### config.mk
export PLATFORM = sky130hd
export DESIGN_NAME = pps_sync_ctrl
export DESIGN_NICKNAME = d
export VERILOG_FILES = /design/src/rtl/pps_sync_ctrl.sv
export SDC_FILE = /design/constraint.sdc
export NUM_CORES = 1
export LEC_CHECK = 0
export CAP_MARGIN = 20
export CORE_MARGIN = 5
export CORE_UTILIZATION = 30
export DETAILED_ROUTE_END_ITERATION = 8
export GPL_TIMING_DRIVEN = 0
export PLACE_DENSITY_LB_ADDON = 0.05
export REMOVE_ABC_BUFFERS = 1
export SLEW_MARGIN = 25
export SYNTH_ARGS = -nofsm -noshare
export SYNTH_HDL_FRONTEND = slang
export SYNTH_SLANG_ARGS = --single-unit
### constraint.sdc
create_clock -name i_clk -period 3 [get_ports i_clk]
set_input_delay 0.45 -clock i_clk [delete_from_list [all_inputs] [get_ports i_clk]]
set_output_delay 0.45 -clock i_clk [all_outputs]
set_load 0.005 [all_outputs]
### src/rtl/pps_sync_ctrl.sv
// -----------------------------------------------------------------------------
// pps_sync_ctrl
//
// Qualifies an external 1 PPS input against a nominal period, locks after a
// run of good periods, forwards good edges as a fixed-width sync strobe, and
// free-runs internal syncs (holdover) for a bounded number of periods when
// the reference disappears. Also holds the active pulse-generator
// configuration, which only changes on the rising edge of o_sync.
//
// Ports
//   i_clk              single clock, rising edge
//   i_rst_n            asynchronous active-low reset
//   SYNC               external PPS, asynchronous to i_clk
//   i_cfg_valid        configuration request strobe
//   i_cfg_pulse_num    requested pulse count (must be nonzero)
//   i_cfg_half_period  requested half period (must be nonzero)
//   o_cfg_ready        request can be accepted this cycle
//   o_cfg_err          one-cycle flag: request rejected (zero value)
//   o_sync             sync strobe, SYNC_WIDTH cycles high
//   o_pulse_num        active pulse count
//   o_half_period      active half period
//   o_locked           state is LOCKED
//   o_holdover         state is HOLDOVER
//   o_state            0 IDLE, 1 ACQUIRE, 2 LOCKED, 3 HOLDOVER
//   o_period           counter value captured on the last detected edge
// -----------------------------------------------------------------------------
module pps_sync_ctrl #(
  parameter int unsigned NOMINAL     = 100000000,
  parameter int unsigned TOL         = 1000000,
  parameter int unsigned LOCK_CNT    = 2,
  parameter int unsigned HOLD_MAX    = 10,
  parameter int unsigned SYNC_WIDTH  = 8,
  parameter int unsigned PULSE_NUM   = 100,
  parameter int unsigned HALF_PERIOD = 500000
) (
  input  logic        i_clk,
  input  logic        i_rst_n,
  input  logic        SYNC,
  input  logic        i_cfg_valid,
  input  logic [31:0] i_cfg_pulse_num,
  input  logic [31:0] i_cfg_half_period,
  output logic        o_cfg_ready,
  output logic        o_cfg_err,
  output logic        o_sync,
  output logic [31:0] o_pulse_num,
  output logic [31:0] o_half_period,
  output logic        o_locked,
  output logic        o_holdover,
  output logic [2:0]  o_state,
  output logic [31:0] o_period
);

  typedef enum logic [2:0] {
    ST_IDLE     = 3'd0,
    ST_ACQUIRE  = 3'd1,
    ST_LOCKED   = 3'd2,
    ST_HOLDOVER = 3'd3
  } state_t;

  localparam logic [31:0] WIN_LO  = 32'(NOMINAL - TOL);
  localparam logic [31:0] WIN_HI  = 32'(NOMINAL + TOL);
  localparam logic [31:0] NOM     = 32'(NOMINAL);
  localparam logic [15:0] LOCK_N  = 16'(LOCK_CNT);
  localparam logic [15:0] HOLD_N  = 16'(HOLD_MAX);
  localparam logic [15:0] WIDTH_N = 16'(SYNC_WIDTH);

  state_t      state;
  logic        sync_meta;
  logic        sync_stab;
  logic        sync_prev;
  logic [31:0] cnt;
  logic [15:0] good_cnt;
  logic [15:0] hold_cnt;
  logic [15:0] sync_left;
  logic        pending;
  logic [31:0] stg_pulse_num;
  logic [31:0] stg_half_period;

  logic        edge_det;
  logic        in_win;
  logic        good_edge;
  logic        sync_req;
  logic        cfg_ok;

  always_comb begin
    edge_det  = sync_stab & ~sync_prev;
    in_win    = (cnt >= WIN_LO) && (cnt <= WIN_HI);
    good_edge = edge_det & in_win;
    cfg_ok    = (i_cfg_pulse_num != 32'd0) && (i_cfg_half_period != 32'd0);
    sync_req  = 1'b0;
    case (state)
      // A good edge is forwarded; at the top of the window with no edge the
      // timeout itself produces the first holdover sync.
      ST_LOCKED:   sync_req = good_edge || (cnt >= WIN_HI);
      // A detected edge takes priority over an internal sync; the sync that
      // would exceed the holdover budget is never issued.
      ST_HOLDOVER: sync_req = !edge_det && (cnt >= NOM) && (hold_cnt < HOLD_N);
      default:     sync_req = 1'b0;
    endcase
  end

  assign o_cfg_ready = !o_sync && !pending;
  assign o_state     = state;
  assign o_locked    = (state == ST_LOCKED);
  assign o_holdover  = (state == ST_HOLDOVER);

  always_ff @(posedge i_clk or negedge i_rst_n) begin
    if (!i_rst_n) begin
      state           <= ST_IDLE;
      sync_meta       <= 1'b0;
      sync_stab       <= 1'b0;
      sync_prev       <= 1'b0;
      cnt             <= 32'd0;
      good_cnt        <= 16'd0;
      hold_cnt        <= 16'd0;
      sync_left       <= 16'd0;
      pending         <= 1'b0;
      stg_pulse_num   <= 32'd0;
      stg_half_period <= 32'd0;
      o_sync          <= 1'b0;
      o_cfg_err       <= 1'b0;
      o_period        <= 32'd0;
      o_pulse_num     <= 32'(PULSE_NUM);
      o_half_period   <= 32'(HALF_PERIOD);
    end else begin
      sync_meta <= SYNC;
      sync_stab <= sync_meta;
      sync_prev <= sync_stab;
      o_cfg_err <= 1'b0;

      // Saturating count; any restart below overrides the increment.
      if (cnt != 32'hFFFF_FFFF) cnt <= cnt + 32'd1;
      if (edge_det) o_period <= cnt;

      case (state)
        ST_IDLE: begin
          if (edge_det) begin
            state    <= ST_ACQUIRE;
            good_cnt <= 16'd0;
            cnt      <= 32'd1;
          end
        end
        ST_ACQUIRE: begin
          if (edge_det) begin
            cnt <= 32'd1;
            if (in_win) begin
              good_cnt <= good_cnt + 16'd1;
              if (good_cnt + 16'd1 == LOCK_N) state <= ST_LOCKED;
            end else begin
              good_cnt <= 16'd0;
            end
          end else if (cnt > WIN_HI) begin
            good_cnt <= 16'd0;
            cnt      <= 32'd1;
          end
        end
        ST_LOCKED: begin
          // Early edges are ignored entirely: the period keeps running.
          if (good_edge) begin
            cnt <= 32'd1;
          end else if (cnt >= WIN_HI) begin
            state    <= ST_HOLDOVER;
            hold_cnt <= 16'd1;
            cnt      <= 32'd1;
          end
        end
        ST_HOLDOVER: begin
          if (edge_det) begin
            state    <= ST_ACQUIRE;
            good_cnt <= 16'd0;
            cnt      <= 32'd1;
          end else if (cnt >= NOM) begin
            if (hold_cnt >= HOLD_N) begin
              state    <= ST_IDLE;
              hold_cnt <= 16'd0;
            end else begin
              hold_cnt <= hold_cnt + 16'd1;
              cnt      <= 32'd1;
            end
          end
        end
        default: state <= ST_IDLE;
      endcase

      // Strobe generator; requests arriving while the strobe is high are lost.
      if (o_sync) begin
        if (sync_left == 16'd1) o_sync <= 1'b0;
        sync_left <= sync_left - 16'd1;
      end else if (sync_req) begin
        o_sync    <= 1'b1;
        sync_left <= WIDTH_N;
        if (pending) begin
          o_pulse_num   <= stg_pulse_num;
          o_half_period <= stg_half_period;
          pending       <= 1'b0;
        end
      end

      // Accept only when ready, which excludes the copy above in this cycle.
      if (i_cfg_valid && o_cfg_ready) begin
        if (cfg_ok) begin
          stg_pulse_num   <= i_cfg_pulse_num;
          stg_half_period <= i_cfg_half_period;
          pending         <= 1'b1;
        end else begin
          o_cfg_err <= 1'b1;
        end
      end
    end
  end

endmodule

==> Word-level counts from Yosys, hierarchy flattened <==
Cells that the tools add are included.
{ "word_totals": {"regBits": 249, "input_bits": 68, "elab_cells": 114} }
{ "op_classes": {"add_sub_neg": 4, "n_lt_le_gt_ge": 7, "eq_ne": 18, "muxes": 43, "n_bitwise": 4, "n_reduce_logical": 22} }
{ "op_table": {"columns": ["operator", "n"], "rows": [
  ["$mux 32", 9],
  ["$mux 16", 11],
  ["$pmux 32 s4", 1],
  ["$ge 32x27->1 const B", 3],
  ["$pmux 16 s2", 2],
  ["$reduce_bool 32->1", 2],
  ["$add 16x1->16 const B", 2],
  ["$add 32x1->32 const B", 1],
  ["$gt 32x27->1 const B", 1],
  ["$le 32x27->1 const B", 1],
  ["$ne 32x32->1 const B", 1],
  ["$mux 3", 9],
  ["$eq 16x1->1 const B", 1],
  ["$eq 16x2->1 const B", 1],
  ["$ge 16x4->1 const B", 1],
  ["$lt 16x4->1 const B", 1],
  ["$sub 16x1->16 const B", 1],
  ["$ne 2x2->1 const B", 6],
  ["$pmux 3 s4", 1],
  ["$mux 1", 9],
  ["$reduce_and 8->1", 1],
  ["$eq 3x2->1 const B", 2],
  ["$logic_and 1x1->1", 6],
  ["$ne 2x1->1 const B", 3],
  ["14 further kinds", 22]
]} }

==> Logic depth before layout (Yosys ltp) <==
Gate-level depths: netlist of run 1.
{ "depth": {"ltp_word": 10, "ltp_mapped": 11} }

==> Worst setup path before layout of run 1 <==
Ideal clock, no wire load.
{ "synth_timing": {"path_type": "reg-to-reg", "start": "register cnt[17]", "end": "register o_half_period[0]", "arrival_ns": 2.444, "required_ns": 2.875, "setup_slack_ns": 0.430, "path_stages_with_launch": 10, "cell_sequence": "dfrtp_1 -> clkbuf_1 -> or3_1 -> a2111o_1 -> o211ai_2 -> a32oi_2 -> or2_1 -> buf_6 -> buf_6 -> mux2_4"} }
{ "synth_via": {"elab_chain_len": 6} }
{ "synth_lines": {"columns": ["element", "line", "source"], "rows": [
  ["from (decl)", "71", "logic [31:0] cnt;"],
  ["from (signal assigned)", "132", "if (cnt != 32'hFFFF_FFFF) cnt <= cnt + 32'd1;"],
  ["$ge 32x27->1 or $le 32x27->1 (tied branches)", "87", "in_win = (cnt >= WIN_LO) && (cnt <= WIN_HI);"],
  ["$logic_and 1x1->1", "87", null],
  ["$and 1x1->1", "88", "good_edge = edge_det & in_win;"],
  ["$logic_or 1x1->1", "94", "ST_LOCKED: sync_req = good_edge || (cnt >= WIN_HI);"],
  ["$pmux 1 s2 (*)", "91", "case (state)"],
  ["$reduce_and 3->1 (no line) (*)", null, null],
  ["to (signal assigned)", "124", "o_half_period <= 32'(HALF_PERIOD);"],
  ["to (signal assigned)", "194", "o_half_period <= stg_half_period;"],
  ["to (decl)", "46", "output logic [31:0] o_half_period,"]
]} }
Every way passes the cells marked *; elsewhere a longest branch is shown, timed or not.
A chain may end at the register's enable or synchronous reset.

==> Worst setup path after layout of run 1 <==
{ "layout_timing": {"start": "register cnt[26]", "end": "register o_half_period[30]"} }
The elaborated chain is that of the path after synthesis.

==> results of run 1 <==
cell families after synthesis:
kind of cell / count (synthesis) / share of synthesized area [%]
fa+ha+maj: 12 / 1.321
xor+xnor: 32 / 2.466
compound gates: 121 / 7.112
simple gates: 371 / 15.72
buf+inv: 81 / 3.347
flops: 248 / 54.71
other cells: 1 / 0.03299
mux: 135 / 15.29
sequential cells by signal, summed over array words and instances, names as in the netlist, 2 cells and up:
register and cells:
cnt 32, good_cnt 16, hold_cnt 16, o_half_period 32
o_period 32, o_pulse_num 32, o_state 2, stg_half_period 32
stg_pulse_num 32, sync_left 16
placed cells by master, fill, tap and decap left out, types with 5 or more instances in the layout:
cell and n:
o21ai_0 34, dfstp_2 10, o211ai_1 5, o21a_1 11
ha_1 12, a41oi_1 5, buf_6 8, xor2_1 20
clkbuf_16 30, a21oi_1 23, buf_4 5, nand4_1 18
clkdlybuf4s50_1 169, buf_16 5, nand2b_1 6, and2_1 5
and3_1 10, or4_1 5, clkinv_2 7, nor3_1 14
mux2i_1 6, dfrtp_1 236, nor2_1 64, clkbuf_1 9
clkbuf_8 7, xnor2_1 12, mux2_4 60, nand3_1 45
mux2_2 69, a31oi_1 6, inv_1 28, and4_1 5
nand2_1 138, nor4_1 29
metal layers:
metal / vias to the layer above / global-route usage, %
li1: 3913 / -
met1: 3915 / 20.66
met2: 153 / 20.79
met3: 33 / 2.659
met4: 0 / 2.895
met5: - / 0
per-stage QoR:
step                TNS [ns]  worst slack (ns)  cell area (um2)  std cells
finish                     0            0.1223            14950       1710
global route               0          0.003619            14950       1710
CTS                        0          0.009767            14840       1708
detailed placement    -56.64           -0.8205            13780       1646
global placement    -3043.65            -10.21            13430       1629
floorplan            -142.51            -1.647            11090        948
critical path, cell delays in order, from the launching register on:
cell      delay (ns)
dfrtp_2         0.45
nand2_2         0.11
or3_1           0.41
a2111o_1        0.51
o211ai_2        0.16
a32oi_4         0.18
buf_4           0.21
or2_4           0.38
mux2_4          0.33
worst max path at each step:
stage,from,end,depth (start not counted)
2_1_floorplan,sync_prev,o_half_period[10],5
3_3_place_gp,i_rst_n,good_cnt[4],1
3_5_place_dp,cnt[13],o_half_period[11],8
4_1_cts,cnt[28],o_half_period[30],8
5_1_grt,cnt[21],cnt[29],7
6_report,cnt[26],o_half_period[30],8
cells in the mapped netlist, drive strengths merged (5+ instances only):
library cell,n
mux2,129
a21oi,24
dfstp,10
and4,5
dfrtp,238
nand2,139
nand4,18
buf,19
ha,12
and2,5
mux2i,6
o211ai,6
nand2b,8
nor2,66
xor2,20
a31oi,6
a41oi,6
nor3,17
nand3,45
nor4,34
inv,28
o21a,11
and3,10
xnor2,12
clkbuf,34
or4,5
o21ai,35
area by class of cell:
cell class              instances  area [um2]
well taps                     511       639.4
clock buffers                  46       880.8
fillers                      3717       22630
clock inverters                 9       58.81
multi-input cells             673        4949
flip-flops and latches        248        6221
repair buffers                195        2092
inverters                      28       105.1
repair_timing:
action | CTS | global route
hold buffers | 1 | 0
gates cloned | 1 | 0
setup buffers | 5 | 2
gates resized for setup | 8 | 16
hold endpoints to repair | 27 | 0
setup endpoints to repair | 98 | 95
pin swaps | 3 | 2
power breakdown:
group	switching, mW	internal (mW)	total (mW)
logic	0.802	0.597	1.40
clock network	1.41	2.01	3.42
registers	0.0846	3.42	3.51
total	2.30	6.03	8.33
==> qor.txt, run 1 <==
Die X-Extent: 204.6 um
met3 wire len: 1.545 mm
port buffer count: 170
Core ar.: 37580 um2
cells on worst reg2reg path: 8
max cap viols: 0
CTS tree: done
vias in the first global route: 8084
routed vias: 8014
TritonCTS Sinks: 248
worst vdd ir: 0.0004254 V
# DRC: 0
reg2reg start: cnt[26]
share of cells above drive strength 1: 20.18%
clk buf depth: 3
first-pass GRT wire length: 47.02 mm
gpl congestion: 0.7358
total routing usage reported by global routing: 13.79%
min Tclk post-route: 2.878 ns
number of synthesized flops with an enable pin: 0
Detail Placement HPWL: 20.46 mm
Clock Latency Late Sink: 0.56 ns
synthesized area per cell: 11.35 um2
max layer used: met4
n_diodes: 0
top cells by area, synth: dfrtp_1 (52%), mux2_4 (7.9%), mux2_2 (6.8%), nand2_1 (4.6%), dfstp_2 (2.3%)
Critical Path Start Type: flop
warnings from Yosys: 0
drt first pass iters: 4
Netlist cell types: 65
DRT Wirelength: 29.24 mm
Crit Reg-Reg Endpoint: o_half_period[30]
CTS root buf: clkbuf_16
Main synth FF type: dfrtp_1
WL/cell: 17.10 um
Initial DRC Count: 346
Starting Density: 30.25%
hold worst-path end: sync_meta
Hold Path Depth: 1
vias per cell: 4.687
Req. time, crit path: 3.44 ns
Fin Hold WS: 0.3459 ns
Post-Route M1 WL: 14.61 mm
final hold violations: 0
synthesized area: 11370 um2
Synth top area share: 52.40%
Num CTS Buffers: 30
leak pwr: 6.823 nW
FF-to-FF setup slack: 0.12 ns
clock skew: 0.01205 ns
Area Growth Syn to Fin: 31.50%
gr ovfl total: 0
Hold Crit Start: SYNC
status: completed
Core Util, Final: 39.77%
die height: 204.6 um
clock transition at the registers of the reported paths: 0.06 ns
initial antenna violation count: 0
Relative slew margins: 53.78%
#FFs+latches synth: 248
Max Freq: 347.5 MHz
I/O pins: 172
Setup CP Type: flop to flop
Seq/Total Area, Yosys: 54.71%
RSZ-0062 raised after global routing: false
Critical Path AT: 3.31 ns
Final Max Tran Viols: 0
most area-hungry cell type in the Yosys netlist: dfrtp_1
ys async rst share: 100.0%
ANT nets after route: 0
# rows: 71
pin count of the biggest net entering global routing: 85
worst slew pin tran: 0.6869 ns
hold crit path type: input pin to flop
final setup vio count: 0
H-tree levels: 1
total power: 8.333 mW
power density over the cells: 557.6 nW/um2
WL met2: 12.51 mm
crit end category: flop
Nets: 1256
Cells after Synth: 1001
final period utilization: 95.92%
Die Area: 41880 um2
Critical Path Fanout Max: 14
Power figures use the tool's default switching activity.
==> run 2: changes to the inputs <==
--- a/config.mk
+++ b/config.mk
@@ -12,6 +12,7 @@
 export GPL_TIMING_DRIVEN = 0
 export PLACE_DENSITY_LB_ADDON = 0.05
 export REMOVE_ABC_BUFFERS = 1
+export SETUP_SLACK_MARGIN = 0.05
 export SLEW_MARGIN = 25
 export SYNTH_ARGS = -nofsm -noshare
 export SYNTH_HDL_FRONTEND = slang
==> qor.txt, run 2 (same netlist as run 1, synthesis figures left out) <==
status: completed
DRT Wirelength: 29.26 mm
vias per cell: 4.687
Die X-Extent: 204.6 um
CP max stage delay: 0.45 ns
n_diodes: 0
power density over the cells: 557.2 nW/um2
vias in the first global route: 8086
Seq pwr share: 42.1%
WL/cell: 17.09 um
# rows: 71
setup total negative slack: 0 ns
clock skew: 0.01449 ns
placed cell area: 13780 um2
FF+latch area: 6221 um2
min Tclk post-route: 2.867 ns
Critical Path Start Type: flop
Nets: 1258
Die Area: 41880 um2
commonest non-fill, non-tap cells in the layout: dfrtp_1 (236), clkdlybuf4s50_1 (169), nand2_1 (138), mux2_2 (69), nor2_1 (65)
internal power: 6.037 mW
H-tree levels: 1
Req. time, crit path: 3.43 ns
max cap viols: 0
Max Freq: 348.8 MHz
Starting Density: 30.25%
gpl congestion: 0.7358
Critical Path Fanout Max: 7
worst path cell trace: ha_1 > nand3_1 > nor2_1 > a41oi_1 > a2111oi_0 > nand4b_1 > a221oi_2 > mux2_2
Initial DRC Count: 353
final hold violations: 0
first-pass GRT wire length: 47.02 mm
RSZ-0062 raised after global routing: true
Setup CP Type: flop to flop
total power: 8.343 mW
pin count of the biggest net entering global routing: 85
total routing usage reported by global routing: 13.79%
worst vdd ir: 0.0004220 V
Sw Share: 27.64%
slowest CP cell: dfrtp_1
routed vias: 8024
Detail Placement HPWL: 20.46 mm
CTS tree: done
hold crit path type: input pin to flop
Num CTS Buffers: 30
Core ar.: 37580 um2
area of the multi-input gates: 4961 um2
share of cells above drive strength 1: 20.32%
worst slew pin tran: 0.6326 ns
Final WS setup: 0.1333 ns
Net Switching: 2.306 mW
leak pwr: 6.860 nW
I/O pins: 172
Relative slew margins: 57.43%
final period utilization: 95.56%
TritonCTS Sinks: 248
# DRC: 0
Fin Hold WS: 0.3487 ns
gr ovfl total: 0
Fillers: 3715
Area Growth Syn to Fin: 31.74%
clk buf depth: 3
crit end category: flop
clock transition at the registers of the reported paths: 0.06 ns
drt first pass iters: 4
Clock Latency Late Sink: 0.55 ns
Final Max Tran Viols: 0
Critical Path AT: 3.30 ns
ANT nets after route: 0
die height: 204.6 um
port buffer count: 170
Clk pwr share: 41.1%
CTS root buf: clkbuf_16
Setup WS pre-CTS: -0.8205 ns
initial antenna violation count: 0
commonest non-fill, non-tap cell in the layout: dfrtp_1
final instance area: 14970 um2
Comb pwr share: 16.9%
final setup vio count: 0
run 2: final timing paths:
| check | start | end | slack (ns) | depth (start not counted) |
|---|---|---|---|---|
| worst max-delay path | good_cnt[0] | o_state[1] | 0.13 | 8 |
| min in group asynchronous | i_rst_n | o_pulse_num[21] | 0.36 | 2 |
| max in group asynchronous | i_rst_n | cnt[19] | 1.89 | 3 |
| worst min-delay path | SYNC | sync_meta | 0.35 | 1 |
| worst max register to register | good_cnt[0] | o_state[1] | 0.13 | 8 |
| worst min register to register | sync_meta | sync_stab | 0.35 | 0 |
run 2: per-layer routing:
layer | global-route usage, % | routed length [um] | vias up
li1 | - | - | 3912
met1 | 20.66 | 14440 | 3922
met2 | 20.79 | 12590 | 159
met3 | 2.659 | 1675 | 31
met4 | 2.895 | 555 | 0
met5 | 0 | 0 | -
run 2: power groups by stage:
stage / Combinational (mW) / Sequential (mW) / Clock [mW]
finish: 1.41 / 3.51 / 3.43
detailed placement: 1.34 / 3.57 / 0
CTS: 1.42 / 3.51 / 3.58
floorplan: 0.640 / 3.55 / 0
global placement: 1.15 / 3.57 / 0
global route: 1.58 / 3.52 / 3.72
run 2: timing repair:
| item | 4_1_cts | 5_1_grt |
|---|---|---|
| hold buffers | 1 | 0 |
| buffers inserted | 5 | 4 |
| cloned | 1 | 0 |
| pin swaps | 4 | 5 |
| setup endpoints to repair | 114 | 98 |
| gates resized for setup | 9 | 17 |
| hold endpoints to repair | 27 | 0 |
run 2: worst max-delay path, delay by kind of cell (launching register included):
family | cells | cell delay [ns]
mux | 1 | 0.37
flops | 1 | 0.45
simple gates | 3 | 0.82
compound gates | 3 | 0.83
fa+ha+maj | 1 | 0.29
run 2: area by class of cell:
| class | count | share of cell area [%] |
|---|---|---|
| clock buffers | 46 | 5.883 |
| clock inverters | 9 | 0.3927 |
| multi-input cells | 673 | 33.13 |
| flip-flops and latches | 248 | 41.55 |
| well taps | 511 | 4.270 |
| repair buffers | 197 | 14.07 |
| inverters | 28 | 0.7019 |
run 2: metrics by stage:
step / utilization, % / cells
6_report: 39.85 / 1712
5_1_grt: 39.85 / 1712
4_1_cts: 39.50 / 1708
3_5_place_dp: 36.67 / 1646
3_3_place_gp: 35.74 / 1629
2_1_floorplan: - / 948
==> run 3: changes to the inputs <==
--- a/config.mk
+++ b/config.mk
@@ -5,11 +5,13 @@
 export SDC_FILE = /design/constraint.sdc
 export NUM_CORES = 1
 export LEC_CHECK = 0
-export CAP_MARGIN = 20
+export ABC_AREA = 1
+export CAP_MARGIN = 5
 export CORE_MARGIN = 5
 export CORE_UTILIZATION = 30
 export DETAILED_ROUTE_END_ITERATION = 8
 export GPL_TIMING_DRIVEN = 0
+export HOLD_SLACK_MARGIN = 0.1
 export PLACE_DENSITY_LB_ADDON = 0.05
 export REMOVE_ABC_BUFFERS = 1
 export SETUP_SLACK_MARGIN = 0.05
==> qor.txt, run 3 <==
vias in the first global route: 10252
final setup vio count: 0
final hold violations: 0
clock transition at the registers of the reported paths: 0.06 ns
Synth top area share: 48.62%
CTS tree: done
most area-hungry cell type in the Yosys netlist: dfrtp_1
warnings from Yosys: 0
WL/cell: 16.47 um
Nets: 1720
clock skew: 0.02766 ns
share of cells above drive strength 1: 9.928%
Main synth FF type: dfrtp_1
RSZ-0062 raised after global routing: false
Netlist cell types: 42
Critical Path Start Type: flop
Cells after Synth: 1485
die height: 212.1 um
routed vias: 10168
count leader, synth: nand2_1
commonest non-fill, non-tap cell in the layout: nand2_1
Starting Density: 30.14%
critical path startpoint: cnt[19]
total routing usage reported by global routing: 15.96%
initial antenna violation count: 4
Final Max Tran Viols: 0
Relative slew margins: 46.62%
Net Switching: 2.212 mW
commonest non-fill, non-tap cells in the layout: nand2_1 (491), dfrtp_1 (238), clkdlybuf4s50_1 (169), nand3_1 (137), nor2_1 (126)
min Tclk post-route: 2.627 ns
#FFs+latches synth: 248
TritonCTS Sinks: 248
CTS root buf: clkbuf_16
Synth top cells by count: nand2_1 (492), dfrtp_1 (238), nand3_1 (137), nor2_1 (127), inv_1 (93)
# rows: 74
reg2reg start: cnt[19]
n_diodes: 0
ANT nets after route: 0
ys async rst share: 100.0%
synthesized area per cell: 8.249 um2
internal power: 6.172 mW
number of synthesized flops with an enable pin: 0
max cap viols: 0
Num CTS Buffers: 30
Die X-Extent: 212.1 um
clk buf depth: 3
setup total negative slack: 0 ns
Die Area: 44980 um2
DRT Wirelength: 36.13 mm
Core Util, Final: 38.67%
I/O pins: 172
vias per cell: 4.634
drt first pass iters: 7
Seq/Total Area, Yosys: 50.76%
port buffer count: 170
final period utilization: 87.56%
top cells by area, synth: dfrtp_1 (49%), nand2_1 (15%), nand3_1 (5.6%), nor2_1 (3.9%), nand3_2 (3.4%)
# DRC: 0
Critical Path Fanout Max: 33
Max Freq: 380.7 MHz
power density over the cells: 533.4 nW/um2
Seq pwr share: 41.8%
Comb pwr share: 11.9%
Req. time, crit path: 3.43 ns
gr ovfl total: 0
synthesized area: 12250 um2
Initial DRC Count: 500
crit end category: flop
Area Growth Syn to Fin: 28.30%
pin count of the biggest net entering global routing: 82
gpl congestion: 0.8327
worst vdd ir: 0.0003881 V
Clk pwr share: 46.3%
Clock Latency Late Sink: 0.58 ns
Setup CP Type: flop to flop
Core ar.: 40650 um2
hold crit path type: input pin to asynchronous set/reset pin
Detail Placement HPWL: 24.44 mm
Critical Path AT: 3.05 ns
worst slew pin tran: 0.7999 ns
leak pwr: 7.450 nW
Sw Share: 26.38%
first-pass GRT wire length: 58.02 mm
H-tree levels: 1
status: completed
[run 3: worst max-delay path, cell delays in order (launching register included)]
cell	delay [ns]
dfrtp_1	0.46
inv_2	0.13
nand2_1	0.07
nor2_2	0.24
nand3_1	0.10
nor2_1	0.12
nand2_1	0.10
nand2_4	0.12
nand3_4	0.10
nand2_2	0.11
nand2_4	0.20
nand2_4	0.60
a21oi_1	0.13
[run 3: kinds of logic (layout without fill, tap and decap cells)]
group,Yosys count,in the layout,synth area share (%)
compound gates,116,116,5.137
buf+inv,166,340,6.210
other cells,1,1,0.03061
simple gates,907,910,34.13
fa+ha+maj,12,12,1.226
flops,248,248,50.76
xor+xnor,35,35,2.502
[run 3: timing repair]
action,4_1_cts,5_1_grt
endpoints found under the hold margin,108,0
setup buffers,0,2
hold buffers,1,0
cloned,2,1
pin swaps,1,1
endpoints found under the setup margin,64,65
gates resized for setup,0,1
[run 3: through the flow]
step	hold WS, ns	total power, mW	area [um2]	setup WS (ns)	std cells
global placement	0.3364	4.565	14240	-10.30	2122
finish	0.3221	8.384	15720	0.3733	2194
floorplan	0.1544	4.055	11870	-2.127	1420
CTS	0.2911	8.558	15670	0.06803	2191
detailed placement	0.3264	4.585	14580	-0.2676	2134
global route	0.3313	8.795	15720	0.07539	2194
[run 3: final timing paths]
path	endpoint	depth (start not counted)	slack, ns
max	sync_left[2]	12	0.37
max reg2reg	sync_left[2]	12	0.37
min in group i_clk	sync_stab	0	0.35
min	o_pulse_num[27]	2	0.32
min reg2reg	sync_stab	0	0.35
max in group asynchronous	o_half_period[18]	3	1.94
[run 3: power groups by stage]
| stage | Combinational [mW] | Sequential (mW) | Clock, mW |
|---|---|---|---|
| 2_1_floorplan | 0.509 | 3.55 | 0 |
| 3_3_place_gp | 0.998 | 3.57 | 0 |
| 3_5_place_dp | 1.02 | 3.56 | 0 |
| 4_1_cts | 1.03 | 3.50 | 4.03 |
| 5_1_grt | 1.13 | 3.51 | 4.15 |
| 6_report | 1.00 | 3.50 | 3.88 |
[run 3: final cells by class]
class	count	area, um2
multi-input cells	1074	5340
clock buffers	40	848.3
clock inverters	14	211.5
repair buffers	185	2052
fillers	4185	24930
inverters	101	381.6
well taps	532	665.6
flip-flops and latches	248	6218
[run 3: per-layer routing]
layer  track usage [%]  vias to the layer above  part of all wire, %  wire, um
met5                 0                        -                 0.14        52
met4             3.554                        8                  2.1       746
met3             3.615                       56                  5.2      1891
met2             25.22                      166                   45     16210
met1             22.54                     4819                   48     17230
li1                  -                     5119                    -         -
